File: config.mk
export PLATFORM = sky130hd
export DESIGN_NAME = wide_pattern_gen
export DESIGN_NICKNAME = d
export VERILOG_FILES = /design/src/rtl/wide_pattern_gen.sv
export SDC_FILE = /design/constraint.sdc
export NUM_CORES = 1
export LEC_CHECK = 0
export CAP_MARGIN = 0
export CORE_UTILIZATION = 50
export DETAILED_ROUTE_END_ITERATION = 7
export PLACE_DENSITY = 0.8
export SLEW_MARGIN = 30
export SYNTH_ARGS = -nofsm -noshare
export SYNTH_HDL_FRONTEND = slang
export SYNTH_SLANG_ARGS = --single-unit
File: constraint.sdc
create_clock -name clk -period 6.3 [get_ports clk]
set_input_delay 1.26 -clock clk [delete_from_list [all_inputs] [get_ports clk]]
set_output_delay 1.26 -clock clk [all_outputs]
set_load 0.02 [all_outputs]
File: src/rtl/wide_pattern_gen.sv
// wide_pattern_gen
//   Wide-vector pattern generator. A WIDTH-bit pattern register is loaded
//   through a valid/ready handshake, then stepped for a programmed burst by
//   one of four modes (hold, rotate-left, rotate-right, add-step). Used as a
//   stimulus source under waveform-regression test tops.
//
// Parameters
//   WIDTH      pattern width (>= 2)
//   ROT_AMT    rotate distance per step (1..WIDTH-1)
//   CNT_W      width of burst length and cycle counter
//   RESET_VAL  pattern value after reset
//
// Ports
//   clk         in   rising-edge clock
//   rst_n       in   asynchronous active-low reset
//   load_valid  in   load request; accepted when load_ready is high
//   load_ready  out  high only while idle
//   load_data   in   new pattern value
//   start       in   begin a burst (sampled only while idle, loses to load)
//   mode        in   00 hold, 01 rotl, 10 rotr, 11 add (latched at start)
//   step        in   addend for add mode (latched at start)
//   burst_len   in   number of update cycles (latched at start)
//   abort       in   terminate a running burst without updating
//   busy        out  high while the burst is running
//   done        out  one-cycle pulse after the final update
//   value       out  current pattern
//   carry       out  status bit of the most recent update
//   cycle_cnt   out  updates performed in the current/last burst
module wide_pattern_gen #(
  parameter int unsigned       WIDTH     = 128,
  parameter int unsigned       ROT_AMT   = 1,
  parameter int unsigned       CNT_W     = 16,
  parameter logic [WIDTH-1:0]  RESET_VAL = '0
) (
  input  logic             clk,
  input  logic             rst_n,
  input  logic             load_valid,
  output logic             load_ready,
  input  logic [WIDTH-1:0] load_data,
  input  logic             start,
  input  logic [1:0]       mode,
  input  logic [WIDTH-1:0] step,
  input  logic [CNT_W-1:0] burst_len,
  input  logic             abort,
  output logic             busy,
  output logic             done,
  output logic [WIDTH-1:0] value,
  output logic             carry,
  output logic [CNT_W-1:0] cycle_cnt
);

  typedef enum logic [1:0] {
    ST_IDLE,
    ST_RUN,
    ST_DONE
  } state_t;

  typedef enum logic [1:0] {
    M_HOLD = 2'b00,
    M_ROTL = 2'b01,
    M_ROTR = 2'b10,
    M_ADD  = 2'b11
  } mode_t;

  state_t           state_q, state_d;
  mode_t            mode_q,  mode_d;
  logic [WIDTH-1:0] value_q, value_d;
  logic [WIDTH-1:0] step_q,  step_d;
  logic [CNT_W-1:0] len_q,   len_d;
  logic [CNT_W-1:0] cnt_q,   cnt_d;
  logic             carry_q, carry_d;

  logic [WIDTH-1:0] rotl_val;
  logic [WIDTH-1:0] rotr_val;
  logic [WIDTH:0]   sum_val;
  logic [CNT_W-1:0] cnt_inc;

  assign rotl_val = (value_q << ROT_AMT) | (value_q >> (WIDTH - ROT_AMT));
  assign rotr_val = (value_q >> ROT_AMT) | (value_q << (WIDTH - ROT_AMT));
  assign sum_val  = {1'b0, value_q} + {1'b0, step_q};
  assign cnt_inc  = cnt_q + {{(CNT_W-1){1'b0}}, 1'b1};

  always_comb begin
    state_d = state_q;
    mode_d  = mode_q;
    value_d = value_q;
    step_d  = step_q;
    len_d   = len_q;
    cnt_d   = cnt_q;
    carry_d = carry_q;

    unique case (state_q)
      ST_IDLE: begin
        // load wins over start when both arrive in the same cycle
        if (load_valid) begin
          value_d = load_data;
        end else if (start) begin
          mode_d  = mode_t'(mode);
          step_d  = step;
          len_d   = burst_len;
          carry_d = 1'b0;
          cnt_d   = '0;
          state_d = (burst_len == '0) ? ST_DONE : ST_RUN;
        end
      end

      ST_RUN: begin
        // abort suppresses the update, including the one that would finish
        if (abort) begin
          state_d = ST_IDLE;
        end else begin
          unique case (mode_q)
            M_HOLD: begin
              carry_d = 1'b0;
            end
            M_ROTL: begin
              value_d = rotl_val;
              carry_d = value_q[WIDTH-1];
            end
            M_ROTR: begin
              value_d = rotr_val;
              carry_d = value_q[0];
            end
            M_ADD: begin
              value_d = sum_val[WIDTH-1:0];
              carry_d = sum_val[WIDTH];
            end
            default: begin
              carry_d = 1'b0;
            end
          endcase
          cnt_d = cnt_inc;
          if (cnt_inc == len_q) begin
            state_d = ST_DONE;
          end
        end
      end

      ST_DONE: begin
        state_d = ST_IDLE;
      end

      default: begin
        state_d = ST_IDLE;
      end
    endcase
  end

  always_ff @(posedge clk or negedge rst_n) begin
    if (!rst_n) begin
      state_q <= ST_IDLE;
      mode_q  <= M_HOLD;
      value_q <= RESET_VAL;
      step_q  <= '0;
      len_q   <= '0;
      cnt_q   <= '0;
      carry_q <= 1'b0;
    end else begin
      state_q <= state_d;
      mode_q  <= mode_d;
      value_q <= value_d;
      step_q  <= step_d;
      len_q   <= len_d;
      cnt_q   <= cnt_d;
      carry_q <= carry_d;
    end
  end

  assign load_ready = (state_q == ST_IDLE);
  assign busy       = (state_q == ST_RUN);
  assign done       = (state_q == ST_DONE);
  assign value      = value_q;
  assign carry      = carry_q;
  assign cycle_cnt  = cnt_q;

endmodule

---- Word-level counts from Yosys, hierarchy flattened ----
Cells that the tools add are included.
cells by class
  $add $sub $neg .......................... 2
  multiply operators ...................... 0
  divide/modulo/power cells ............... 0
  order comparisons ....................... 0
  eq/ne operators ......................... 12
  shift operators ......................... 0
  multiplexer cells ....................... 19
  bitwise logic cells ..................... 3
  reduce and logical (&&, ||, !) cells .... 8
operators with widths
  operator                                                         count
  128-bit one-hot mux with 3 select lines                          1
  128-bit two-way mux                                              2
  128-bit one-hot mux with 2 select lines                          1
  128-bit by 128-bit adder with 129-bit output                     1
  127-bit by 128-bit bitwise OR with 128-bit output                1
  128-bit by 1-bit bitwise OR with 128-bit output                  1
  16-bit two-way mux                                               3
  16-bit one-hot mux with 2 select lines                           1
  16-bit by 1-bit adder with 16-bit output, second input constant  1
  16-bit == test                                                   1
  16-bit logical NOT                                               1
  2-bit two-way mux                                                5
  4-bit AND reduction                                              2
  2-bit == test, second input constant                             3
  2-bit != test, second input constant                             3
  3-bit AND reduction                                              2
  2-bit by 1-bit == test with 1-bit output, second input constant  2
  2-bit logical NOT                                                2
  4-bit by 1-bit != test with 1-bit output, second input constant  1
  1-bit one-hot mux with 4 select lines                            1
  2-bit one-hot mux with 2 select lines                            1
  1-bit two-way mux                                                3
  3-bit by 2-bit != test with 1-bit output, second input constant  1
  2-bit by 1-bit != test with 1-bit output, second input constant  1
  3 further kinds                                                  3
storage, ports and cells
  register bits after elaboration ......... 293
  latch bits .............................. 0
  memory bits (writable) .................. 0
  memory bits (read-only) ................. 0
  output and inout port bits .............. 148
  memories ................................ 0

---- Logic depth before layout (Yosys ltp) ----
  word-level depth ........................ 5
  depth in mapped cells ................... 14

---- Least setup slack after synthesis ----
OpenSTA, ideal clock, no wires.
  kind .................................... register to register
  start point ............................. register value_q[0], in the netlist value[0]
  end point ............................... register value_q[100], in the netlist value[100]
  library setup time ...................... 65 ps
  arrival ................................. 3530 ps
  setup slack ............................. 2705 ps
  stages on the path, launching flop included .. 15
  path buffers ............................ 0
  path through ............................ dfrtp_1 ha_1 inv_1 fa_1 nand2b_1 a21o_1 a31o_2 o21ba_2 o21ai_1 o21ai_0 a2111oi_2 o2111ai_1 a21oi_1 mux2_2 nand2_1
between the ends
  longest elaborated chain between the ends .. 4
ends and longest elaborated chain
  item                                          RTL line  source
  from (decl)                                   67        logic [WIDTH-1:0] value_q, value_d;
  from (signal assigned)                        161       value_q <= value_d;
  128-bit by 128-bit adder with 129-bit output  80        assign sum_val = {1'b0, value_q} + {1'b0, step_q};
  128-bit one-hot mux with 3 select lines       112       unique case (mode_q)
  128-bit two-way mux                           109       if (abort) begin
  128-bit one-hot mux with 2 select lines       92        unique case (state_q)
No other way between the ends. The select of a mux whose other input is x is not followed.
A chain may end at the register's enable or synchronous reset.

---- Worst setup path after layout ----
Same ends and word-level chain as after synthesis.

==> impl_summary.log <==
[metrics] status: finished clean
[metrics] first-pass GRT wire length: 137000 microns
[metrics] multiplexer share of the synthesized area: 7.81%
[metrics] number of CTS-inserted buffers: 36
[metrics] core region area: 0.0457 sq mm
[metrics] average via count per standard cell: 6.56
[metrics] area grow syn2layout: 24.6%
[metrics] count of clock tree sinks: 293
[metrics] pin count of the biggest net entering global routing: 112
[metrics] final setup TNS: 0 ns
[metrics] Root Buffer: clkbuf_16
[metrics] CP Class: reg2reg
[metrics] hold crit path type: reg2reg
[metrics] post-synthesis sequential area ratio: 31.5%
[metrics] top-level port count: 427
[metrics] Die Footprint: 0.0474 sq mm
[metrics] non-filler cells in the finished layout: 3735
[metrics] Crit Path Max Fanout: 6
[metrics] clock buffer depth: 3
[metrics] CTS Hold Bufs: 0
[metrics] Critical Path RT: 6.81 ns
[metrics] adder-cell share of the synthesized area: 7.24%
[metrics] Max-Cap Viols: 0
[metrics] cell area power density: 511 mW/mm^2
[metrics] slowest cell on the critical path: a2111oi_2
[metrics] Placed Cells incl. Taps: 3674
[metrics] delay of the slowest cell on the worst path: 0.62 ns
[metrics] initial core utilization: 51.0%
[metrics] yosys warns: 0
[metrics] slew margin rel.: 41.6%
[metrics] kind of cell with the highest combined delay on the critical path: compound AO/OA/AOI/OAI gates
[metrics] peak clock frequency supported by timing: 228 MHz
[metrics] Synth Net Count: 3226
[metrics] final layout net count: 3525
[metrics] R2R Setup Slk: 1.92 ns
[metrics] sort of element at the end of the critical path: flop
[metrics] shortest clock period the worst path allows after layout: 4.38 ns
[metrics] vias post-DR: 24500
[metrics] estimated wirelength of the detail-placed design: 69100 microns
[metrics] final period utilization: 69.6%
[metrics] number of setup violations in the final report: 0
[metrics] post-detailed-route DRC marker count: 0
[metrics] Reg2Reg Launch Point: value[0]
[metrics] clock latency of the later-clocked register in the worst-skew pair: 0.58 ns
[metrics] top post-synthesis cells by area: dfrtp_1, mux2_2, ha_1
[metrics] overall global routing resource usage: 37.2%
[metrics] aggregate global routing overflow: 0
[metrics] FF-to-FF path depth: 14
[metrics] unrepaired setup endpoints after global routing: false
[metrics] compound-gate portion of the synthesized area: 28.2%
[metrics] Post-synth EDFFs: 0
[metrics] list of cells traversed by the critical path: ha_1, inv_1, fa_1, nand2b_1, a21o_1, a31o_2, o21ba_2, o21ai_1, o21ai_0, a2111oi_2, o2111ai_1, a21oi_1, mux2_2, nand2_1
[metrics] combinational family with the most area after synthesis: compound AO/OA/AOI/OAI gates
[metrics] Clock Skews: 0.0300 ns
[metrics] Leak Pwr: 11.6 nW
[metrics] First-pass DRT Iterations: 6
[metrics] Cell Rows: 78
[metrics] Hold Path Origin: step_q[18]
[metrics] vertical die dimension: 218 microns
[metrics] Slew Viols, Final: 0
[metrics] final routed wirelength across all metal layers: 90300 microns
[metrics] count of buffers from port buffering: 426
[metrics] RePlAce Congestion: 1.02
[metrics] horizontal extent of the die: 218 microns
[metrics] number of nets still failing antenna checks after routing: 0
[metrics] Final Hold Vio Count: 0
[metrics] post-CTS setup repair buffer count: 0
[metrics] transition at the pin with the smallest max-transition slack: 0.877 ns
[metrics] depth of the CTS H-tree: 2
[metrics] async set-or-reset flop fraction in the synthesized netlist: 100%
[metrics] nature of the critical path startpoint: flop
[metrics] mapped cell area: 0.0233 sq mm
[metrics] Unique masters post-synth: 84
[metrics] Worst Hold End: step_q[18]
[metrics] ratio of cells with drive above 1 in the final layout: 8.71%
[metrics] largest area contributor in the netlist: dfrtp_1
[metrics] post-CTS resize count: 0
[metrics] TritonCTS clock tree: built
[metrics] post-synth top area share: 31.5%
[metrics] arrival time worst endpoint: 4.89 ns
[metrics] mean instance size in the synthesized netlist: 8.27 sq um
[metrics] clock transition at the registers of the reported paths: 0.06 ns
[metrics] most instantiated flip-flop cell in the synthesis netlist: dfrtp_1
[metrics] synthesized instance count: 2813
[metrics] Buffers & Inverters on Critical Path: 1
[metrics] Simple-Gate Fraction of Synth Area: 16.7%
[metrics] Seq cells post-synth: 293
[metrics] capturing point of the worst reg2reg path: value[100]
[metrics] Starting DRT DRC Count: 2269
[metrics] antenna violations before repair: 6
[metrics] routed wirelength normalized by instance count: 24.2 microns
[metrics] share of the synthesized netlist area taken by xor and xnor gates: 4.48%
[metrics] number of instances on the worst hold path: 1
[metrics] via count of the first global-routing pass: 23600
[metrics] maximum vdd ir drop: 0.000345 V
## synth_stat cells, drive strengths merged, types with 53 or more instances
library cell and count:
ha 133, clkbuf 168, a221o 53, mux2 149, nor3 74, a21o 57
nor2 169, o21ai 273, nand4 78, nand2 322, a21oi 327, xnor2 74
dfrtp 293
## cell type report
class / instances / area (sq um)
antenna: 1 / 2.50
clock buffer: 49 / 1010
clock inverter: 11 / 115
fill: 3922 / 16700
inverter: 50 / 189
multi-input combinational: 2275 / 15100
sequential: 293 / 7330
tap: 600 / 751
timing repair buffer: 456 / 4530
## power by group
part	switching [mW]	internal, mW
clock	0.878	1.17
sequential	0.902	2.48
combinational	5.72	3.67
total	7.50	7.32
## flip-flops by register name, summed over array words and instances (netlist names)
signal	cells
state_q	2
value	128
mode_q	2
len_q	16
carry	1
step_q	128
cycle_cnt	16
## per-layer routing
layer  GRT usage, %  routed length (microns)  vias up
met5              0                       69        -
li1               -                        -    11100
met4           14.2                     3390       10
met2           61.0                    41900     1289
met1           48.7                    37100    11900
met3           6.60                     7870      221
## logic make-up after synthesis
family	Yosys count
fa+ha+maj	134
xor+xnor	119
mux	163
flops	293
compound gates	1032
simple gates	827
buf+inv	245
## layout by cell type (no fill, tap or decap), drive strengths merged, types with 53 or more instances in the layout
cell and instances:
nand4 78, a221o 53, o21ai 273, a21o 57, clkdlybuf4s50 425, nor2 169, a21oi 327, ha 133
nand2 322, nor3 74, dfrtp 293, mux2 149, xnor2 74
## how the worst max path moves through the flow
stage	depth (start not counted)	to	slack, ns	startpoint
floorplan	14	value[100]	2.70	value[0]
finish	14	value[100]	1.92	value[0]
detailed placement	9	value[112]	1.83	abort
global route	14	value[100]	1.77	value[0]
CTS	14	value[100]	1.99	value[0]
global placement	9	value[112]	1.84	abort
## through the flow
stage | utilization (%) | power [mW] | setup WS (ns) | hold WS (ns) | instance area, sq um
floorplan | - | 9.30 | 2.70 | 0.485 | 23300
global placement | 61.0 | 12.4 | 1.84 | 0.498 | 27800
detailed placement | 61.0 | 12.5 | 1.83 | 0.503 | 27900
CTS | 63.5 | 14.6 | 1.99 | 0.517 | 29000
global route | 63.5 | 15.7 | 1.77 | 0.534 | 29000
finish | 63.5 | 14.8 | 1.92 | 0.517 | 29000
Note: power is estimated with default switching activity, not from simulation.
